===== src/rtl/ifetch.sv =====
// Instruction fetch: sequential PC generation, in-order memory requests,
// prefetch FIFO toward decode, redirect with stale-response dropping.
module ifetch #(
  parameter int PC_W = 32,
  parameter int INSTR_W = 32,
  parameter int FIFO_DEPTH = 4,
  parameter logic [PC_W-1:0] RESET_PC = '0
) (
  input  logic               clk,
  input  logic               rst_n,
  output logic               req_valid,
  input  logic               req_ready,
  output logic [PC_W-1:0]    req_addr,
  input  logic               rsp_valid,
  input  logic [INSTR_W-1:0] rsp_instr,
  output logic               out_valid,
  input  logic               out_ready,
  output logic [PC_W-1:0]    out_pc,
  output logic [INSTR_W-1:0] out_instr,
  input  logic               redirect_valid,
  input  logic [PC_W-1:0]    redirect_pc
);

  localparam int AW = $clog2(FIFO_DEPTH);
  localparam int CW = AW + 1;
  localparam logic [PC_W-1:0] STEP = PC_W'(4);
  localparam logic [CW+1:0] CREDITS = (CW+2)'(FIFO_DEPTH);

  logic [PC_W-1:0]    fetch_pc;
  logic [PC_W-1:0]    rsp_pc;
  logic [CW-1:0]      outstanding;
  logic [CW-1:0]      drop_cnt;
  logic [CW-1:0]      count;
  logic [AW-1:0]      rd_ptr;
  logic [AW-1:0]      wr_ptr;
  logic [PC_W-1:0]    pc_mem [FIFO_DEPTH];
  logic [INSTR_W-1:0] ins_mem [FIFO_DEPTH];

  logic [CW+1:0]   inflight;
  logic            hs;
  logic            rsp_live;
  logic            rsp_drop;
  logic            push;
  logic            pop;
  logic            bypass;
  logic [CW-1:0]   cnt_after_pop;
  logic [CW-1:0]   cnt_next;
  logic [AW-1:0]   rd_next;
  logic [PC_W-1:0] target;
  logic            unused_bits;

  // outstanding counts live requests, drop_cnt counts stale ones
  assign inflight = (CW+2)'(outstanding)
                  + (CW+2)'(drop_cnt)
                  + (CW+2)'(count);

  assign req_valid = rst_n && !redirect_valid
                  && (inflight < CREDITS);
  assign req_addr  = fetch_pc;
  assign hs        = req_valid && req_ready;

  assign rsp_drop = rsp_valid && (drop_cnt != '0);
  assign rsp_live = rsp_valid && (drop_cnt == '0)
                 && (outstanding != '0);
  assign push     = rsp_live && !redirect_valid;
  assign pop      = out_valid && out_ready;

  assign cnt_after_pop = count - CW'(pop);
  assign cnt_next      = cnt_after_pop + CW'(push);
  assign rd_next       = rd_ptr + AW'(pop);
  assign bypass        = push && (cnt_after_pop == '0);

  assign target      = {redirect_pc[PC_W-1:2], 2'b00};
  assign unused_bits = ^redirect_pc[1:0];

  always_ff @(posedge clk) begin
    if (push) begin
      pc_mem[wr_ptr]  <= rsp_pc;
      ins_mem[wr_ptr] <= rsp_instr;
    end
  end

  always_ff @(posedge clk or negedge rst_n) begin
    if (!rst_n) begin
      fetch_pc    <= RESET_PC;
      rsp_pc      <= RESET_PC;
      outstanding <= '0;
      drop_cnt    <= '0;
      count       <= '0;
      rd_ptr      <= '0;
      wr_ptr      <= '0;
      out_valid   <= 1'b0;
      out_pc      <= '0;
      out_instr   <= '0;
    end else if (redirect_valid) begin
      fetch_pc    <= target;
      rsp_pc      <= target;
      outstanding <= '0;
      drop_cnt    <= outstanding + drop_cnt
                   - CW'(rsp_live || rsp_drop);
      count       <= '0;
      rd_ptr      <= '0;
      wr_ptr      <= '0;
      out_valid   <= 1'b0;
    end else begin
      if (hs) fetch_pc <= fetch_pc + STEP;
      outstanding <= outstanding + CW'(hs)
                   - CW'(rsp_live);
      if (rsp_drop) drop_cnt <= drop_cnt - 1'b1;
      if (push) begin
        rsp_pc <= rsp_pc + STEP;
        wr_ptr <= wr_ptr + 1'b1;
      end
      rd_ptr    <= rd_next;
      count     <= cnt_next;
      out_valid <= (cnt_next != '0);
      // head comes from the incoming response when the FIFO drains to it
      if (bypass) begin
        out_pc    <= rsp_pc;
        out_instr <= rsp_instr;
      end else if (cnt_after_pop != '0) begin
        out_pc    <= pc_mem[rd_next];
        out_instr <= ins_mem[rd_next];
      end
    end
  end

  a_no_overflow: assert property (
    @(posedge clk) disable iff (!rst_n)
    !(push && count == CW'(FIFO_DEPTH))
  );

endmodule

===== config.mk =====
export PLATFORM = sky130hd
export DESIGN_NAME = ifetch
export DESIGN_NICKNAME = d
export VERILOG_FILES = /design/src/rtl/ifetch.sv
export SDC_FILE = /design/constraint.sdc
export NUM_CORES = 1
export LEC_CHECK = 0
export CAP_MARGIN = 10
export CORE_ASPECT_RATIO = 0.9
export CORE_UTILIZATION = 40
export DETAILED_ROUTE_END_ITERATION = 16
export MAX_ROUTING_LAYER = met4
export PLACE_DENSITY_LB_ADDON = 0.2
export SETUP_SLACK_MARGIN = 0.2
export SLEW_MARGIN = 30
export SYNTH_ARGS = -nofsm -noshare
export SYNTH_HDL_FRONTEND = slang
export SYNTH_SLANG_ARGS = --single-unit

===== constraint.sdc =====
create_clock -name clk -period 6.6 [get_ports clk]
set_input_delay 1.32 -clock clk [delete_from_list [all_inputs] [get_ports clk]]
set_output_delay 1.32 -clock clk [all_outputs]
set_load 0.02 [all_outputs]

Word-level counts from Yosys, hierarchy flattened
Memories as Yosys holds them, arrays and structs flattened.
Index checks and enable logic that the tools add are counted.
- memory bits (writable): 256
- output and inout bits: 98
- memories: 2
- bits in registers: 142
- logic and storage cells: 67
- input bits: 70
- memory list (memory ; words ; width ; rd ports ; clocked after memory_dff ; wr ports ; line ; RTL):
    ins_mem ; 4 ; 32 ; 1 ; 0 ; 1 ; 37 ; logic [INSTR_W-1:0] ins_mem [FIFO_DEPTH];
    pc_mem ; 4 ; 32 ; 1 ; 0 ; 1 ; 36 ; logic [PC_W-1:0] pc_mem [FIFO_DEPTH];
- $lt $le $gt $ge: 1
- $add $sub $neg: 13
- bitwise gates (word level): 1
- mux-type cells: 18
- reduce and logical (&&, ||, !) cells: 22
- operator list (kind ; number):
    two-way mux 32 bit ; 8
    adder 32 x 3 -> 32 bit, second input constant ; 2
    two-way mux 3 bit ; 4
    nonzero test 3 bit ; 4
    logical AND 1 bit ; 9
    subtractor 3 x 1 -> 3 bit ; 3
    nonzero test 2 bit ; 4
    adder 3 x 1 -> 3 bit ; 2
    logical NOT 3 bit ; 2
    two-way mux 2 bit ; 3
    adder 4 x 3 -> 5 bit ; 1
    less-than comparator 5 x 3 -> 1 bit, second input constant ; 1
    adder 3 x 3 -> 4 bit ; 1
    adder 3 bit ; 1
    two-way mux 1 bit ; 3
    subtractor 3 x 1 -> 3 bit, second input constant ; 1
    adder 2 x 1 -> 2 bit ; 1
    adder 2 x 1 -> 2 bit, second input constant ; 1
    AND reduction 2 bit ; 1
    logical NOT 1 bit ; 1
    logical OR 1 bit ; 1
    NOT 1 bit ; 1

Longest topological paths before layout
- word-level depth: 8
- gate-level depth with buffers: 17
- gate-level depth less buffers: 16

Worst setup path before layout
Ideal clock, no wire load.
- path kind: register -> output
- from: reg outstanding[1]
- to: out req_valid
- slack: 2.542 ns
- arrival time: 2.738 ns
- cell stages (with the launch flop): 9
- path buffers: 1
- required time: 5.280 ns
- path through: dfrtp_1 > inv_1 > fa_1 > nor2_1 > fa_1 > and2b_1 > o22ai_1 > clkbuf_1 > nor4b_1
- cells in the longest elaborated chain, start to end: 4
- RTL lines (item ; line ; RTL):
    start, declared ; 31 ; logic [CW-1:0] outstanding;
    start signal, assigned ; 107 ; outstanding <= outstanding + CW'(hs)
    adder 3 x 3 -> 4 bit ; 54 ; + (CW+2)'(drop_cnt)
    adder 4 x 3 -> 5 bit ; 55 ; + (CW+2)'(count);
    less-than comparator 5 x 3 -> 1 bit ; 58 ; && (inflight < CREDITS);
    logical AND 1 bit ; 58 ;
    end, declared ; 11 ; output logic req_valid,
Every way passes these cells.

Final worst setup path
Ends and elaborated chain as after synthesis.

==> results.ini <==
[status]
run_status = finished, final reports clean

[timing]
timing.max_slew.rel_slack_pct = 40.1
timing.final.setup_violations = 0
finalCriticalPeriod_ps = 4930
slew_limit_fails = 0
setup_repair_after_global_routing_missed_its_margin = false
tightest_slew_ps = 898
finalHoldViolCount = 0
fmaxAchievable_mhz = 203
timing.final.crit_share_pct = 74.8
final_critical_path_setup_slack_ps = 1670
tns_ps = 0
finalClockSkew_ps = 9.28

[clock_tree]
cts_tree = built
numClockSinks = 384
cts-root-to-sink-buffers = 3
cts_hold_buffers = 0
cts_resized = 0
clock_tree.htree_level_count = 2
postCtsSetupRepairBufs = 0
worst_skew_pair.late_latency_ps = 530
tritoncts.num_buffers = 41
clk_transition_reported_paths_ps = 60
ctsRootBufferMaster = sky130_fd_sc_hd__clkbuf_16

[routing]
wire_per_inst_um = 21.1
dr_total_vias = 9797
vias_per_cell = 5.36
post-route-drc-count = 0
ant_nets = 0
drt-initial-drc-count = 660
final_routed_wirelength_across_all_metal_layers_um = 38500
dr.pass1.iters = 5

[synth]
synth-seq-cells = 384
postSynth.topFlopCell = sky130_fd_sc_hd__edfxtp_1
yosys_warnings = 0
netlist-cell-type-count = 62
synth_top_cells_by_area = sky130_fd_sc_hd__edfxtp_1 (46%), sky130_fd_sc_hd__dfrtp_1 (21%), sky130_fd_sc_hd__mux4_2 (8.7%), sky130_fd_sc_hd__nor2_1 (3.1%), sky130_fd_sc_hd__o22ai_1 (2.1%)
synth_area_per_cell_um2 = 14.8
synth-edff-count = 248
seq_total_area_yosys_pct = 67.3
netlist.top_cell.by_area = sky130_fd_sc_hd__edfxtp_1
post_synth_inst_count = 1092
synth_top_cell_area_share_pct = 46.2
async_reset_ff_share_pct = 35.4
syn_area_um2 = 16100

[place]
place_ws_ps = 2040
place.port_buffers = 161
placed_cells = 1753
hpwlAfterDp_um = 24300
gp_routability_congestion = 0.855

[global_routing]
first_global_vias = 10200
grt.total_usage_pct = 19.9
grt_start_max_net_pins = 64
antenna_found_initial = 0
overflow = 0
global_route_wire_length_before_repair_um = 59900

[die]
die_y_um = 192
floorplan.initialDensity_pct = 40.7
core_area_um2 = 39600
die_x_um = 214
die_area_um2 = 41100
top_level_pins = 168
fp-row-count = 69

[worst_setup_path]
timing_worst_setup_path_type = register to primary output
critPathCaptureType = primary output
required_worst_endpoint_ps = 5280
worst_ep_arrival_time_ps = 3610
worst_setup_path_start_kind = register
critical_path.max_fanout = 15

[cells_and_area]
layout.cells.non_filler = 1827
multiInputGateArea_um2 = 4980
share_of_layout_cells_above_drive_strength_1_pct = 15.6
syn_to_final_growth_pct = 23.8
final.fill_count = 3348
antenna_cells_inserted = 0
final_nets = 1360
final-seq-area_um2 = 10900

[pwr]
cellLeakagePower_nw = 7.03
post-layout-total-power_mw = 7.75
peak_supply_drop_uv = 204
power_density_nw_per_um2 = 388

[run]
timing.max_cap.violations = 0

[min_path]
hp-class = register to register

stage by stage:
stage                     utilization [%]  cell area [µm²]  hold WS (ps)
after floorplan                         -            16100           476
after global placement               46.3            18300           496
after detailed placement             46.7            18500           514
after CTS                            50.3            20000           527
after global routing                 50.4            20000           558
final                                50.4            20000           524
power breakdown:
group          switching, mW  internal (mW)  total [mW]
combinational           1.22           1.03        2.25
sequential             0.226           2.86        3.08
clock                  0.924           1.49        2.42
total                   2.37           5.38        7.75
synthesized netlist by cell type, types with 20 or more instances:
cell and number:
sky130_fd_sc_hd__clkbuf_1 42, sky130_fd_sc_hd__nand3_1 32, sky130_fd_sc_hd__edfxtp_1 248, sky130_fd_sc_hd__inv_1 32
sky130_fd_sc_hd__nor2_1 132, sky130_fd_sc_hd__o22ai_1 55, sky130_fd_sc_hd__a21oi_1 27, sky130_fd_sc_hd__xor2_1 21
sky130_fd_sc_hd__mux4_2 62, sky130_fd_sc_hd__dfrtp_1 136, sky130_fd_sc_hd__xnor2_1 30, sky130_fd_sc_hd__mux2_2 28
sky130_fd_sc_hd__nand2_1 44, sky130_fd_sc_hd__ha_1 21, sky130_fd_sc_hd__nor4_1 20
cell usage in the layout, fill, tap and decap left out, drive strengths merged, types with 24 or more instances in the layout:
cell type	Yosys	final
a21oi	27	27
nand2	44	44
nor2	132	132
mux2	28	28
buf	15	24
clkdlybuf4s50	0	159
inv	33	34
clkbuf	42	55
edfxtp	248	248
mux4	62	62
xnor2	30	30
dfrtp	136	136
nand3	33	33
o22ai	55	55
cell type report:
class / instances / area share (%)
Tap cell: 532 / 3.34
Inverter: 34 / 0.639
Multi-Input combinational cell: 620 / 25.0
Sequential cell: 384 / 54.4
Clock inverter: 19 / 1.30
Clock buffer: 55 / 5.92
Timing Repair Buffer: 183 / 9.48
flip-flops by register name, indices dropped and copies added (netlist names):
signal / count
pc_mem: 120
count: 3
outstanding: 3
out_valid: 1
out_instr: 32
ins_mem: 128
rd_ptr: 2
req_addr: 30
wr_ptr: 2
rsp_pc: 30
out_pc: 30
drop_cnt: 3
worst paths after layout:
path	start	to	slack, ps	depth (start not counted)
worst max-delay path	outstanding[1]	req_valid	1670	9
worst min-delay path	out_pc[25]	out_pc[25]	520	2
worst max register to register	outstanding[1]	outstanding[2]	1980	16
worst min register to register	out_pc[25]	out_pc[25]	520	2
max in group asynchronous	rst_n	out_pc[17]	4410	3
min in group asynchronous	rst_n	req_addr[26]	640	1
kinds of logic after synthesis:
group                      synth area share (%)
AOI/OAI and AO/OA                          4.90
xor gates and xnor gates                   2.77
adders and majority gates                  2.25
buffers and inverters                      2.27
DFF                                        67.3
muxes                                      10.7
other                                    0.0233
and+or+nand+nor                            9.83
routing by layer:
layer	global-route usage, %	part of all wire, %
met1	28.0	47
met2	30.6	47
met3	2.93	4.7
met4	5.14	1.9
met5	-	0
worst max-delay path: stages, from the launching register on:
cell                              delay (ps)
sky130_fd_sc_hd__dfrtp_1                 430
sky130_fd_sc_hd__inv_1                   110
sky130_fd_sc_hd__fa_1                    570
sky130_fd_sc_hd__nor2_1                   60
sky130_fd_sc_hd__fa_1                    370
sky130_fd_sc_hd__and2b_1                 220
sky130_fd_sc_hd__o22ai_1                  70
sky130_fd_sc_hd__buf_4                   210
sky130_fd_sc_hd__nor4b_1                 360
sky130_fd_sc_hd__clkdlybuf4s50_1         690
No activity file was read; power rests on OpenSTA's default activity.
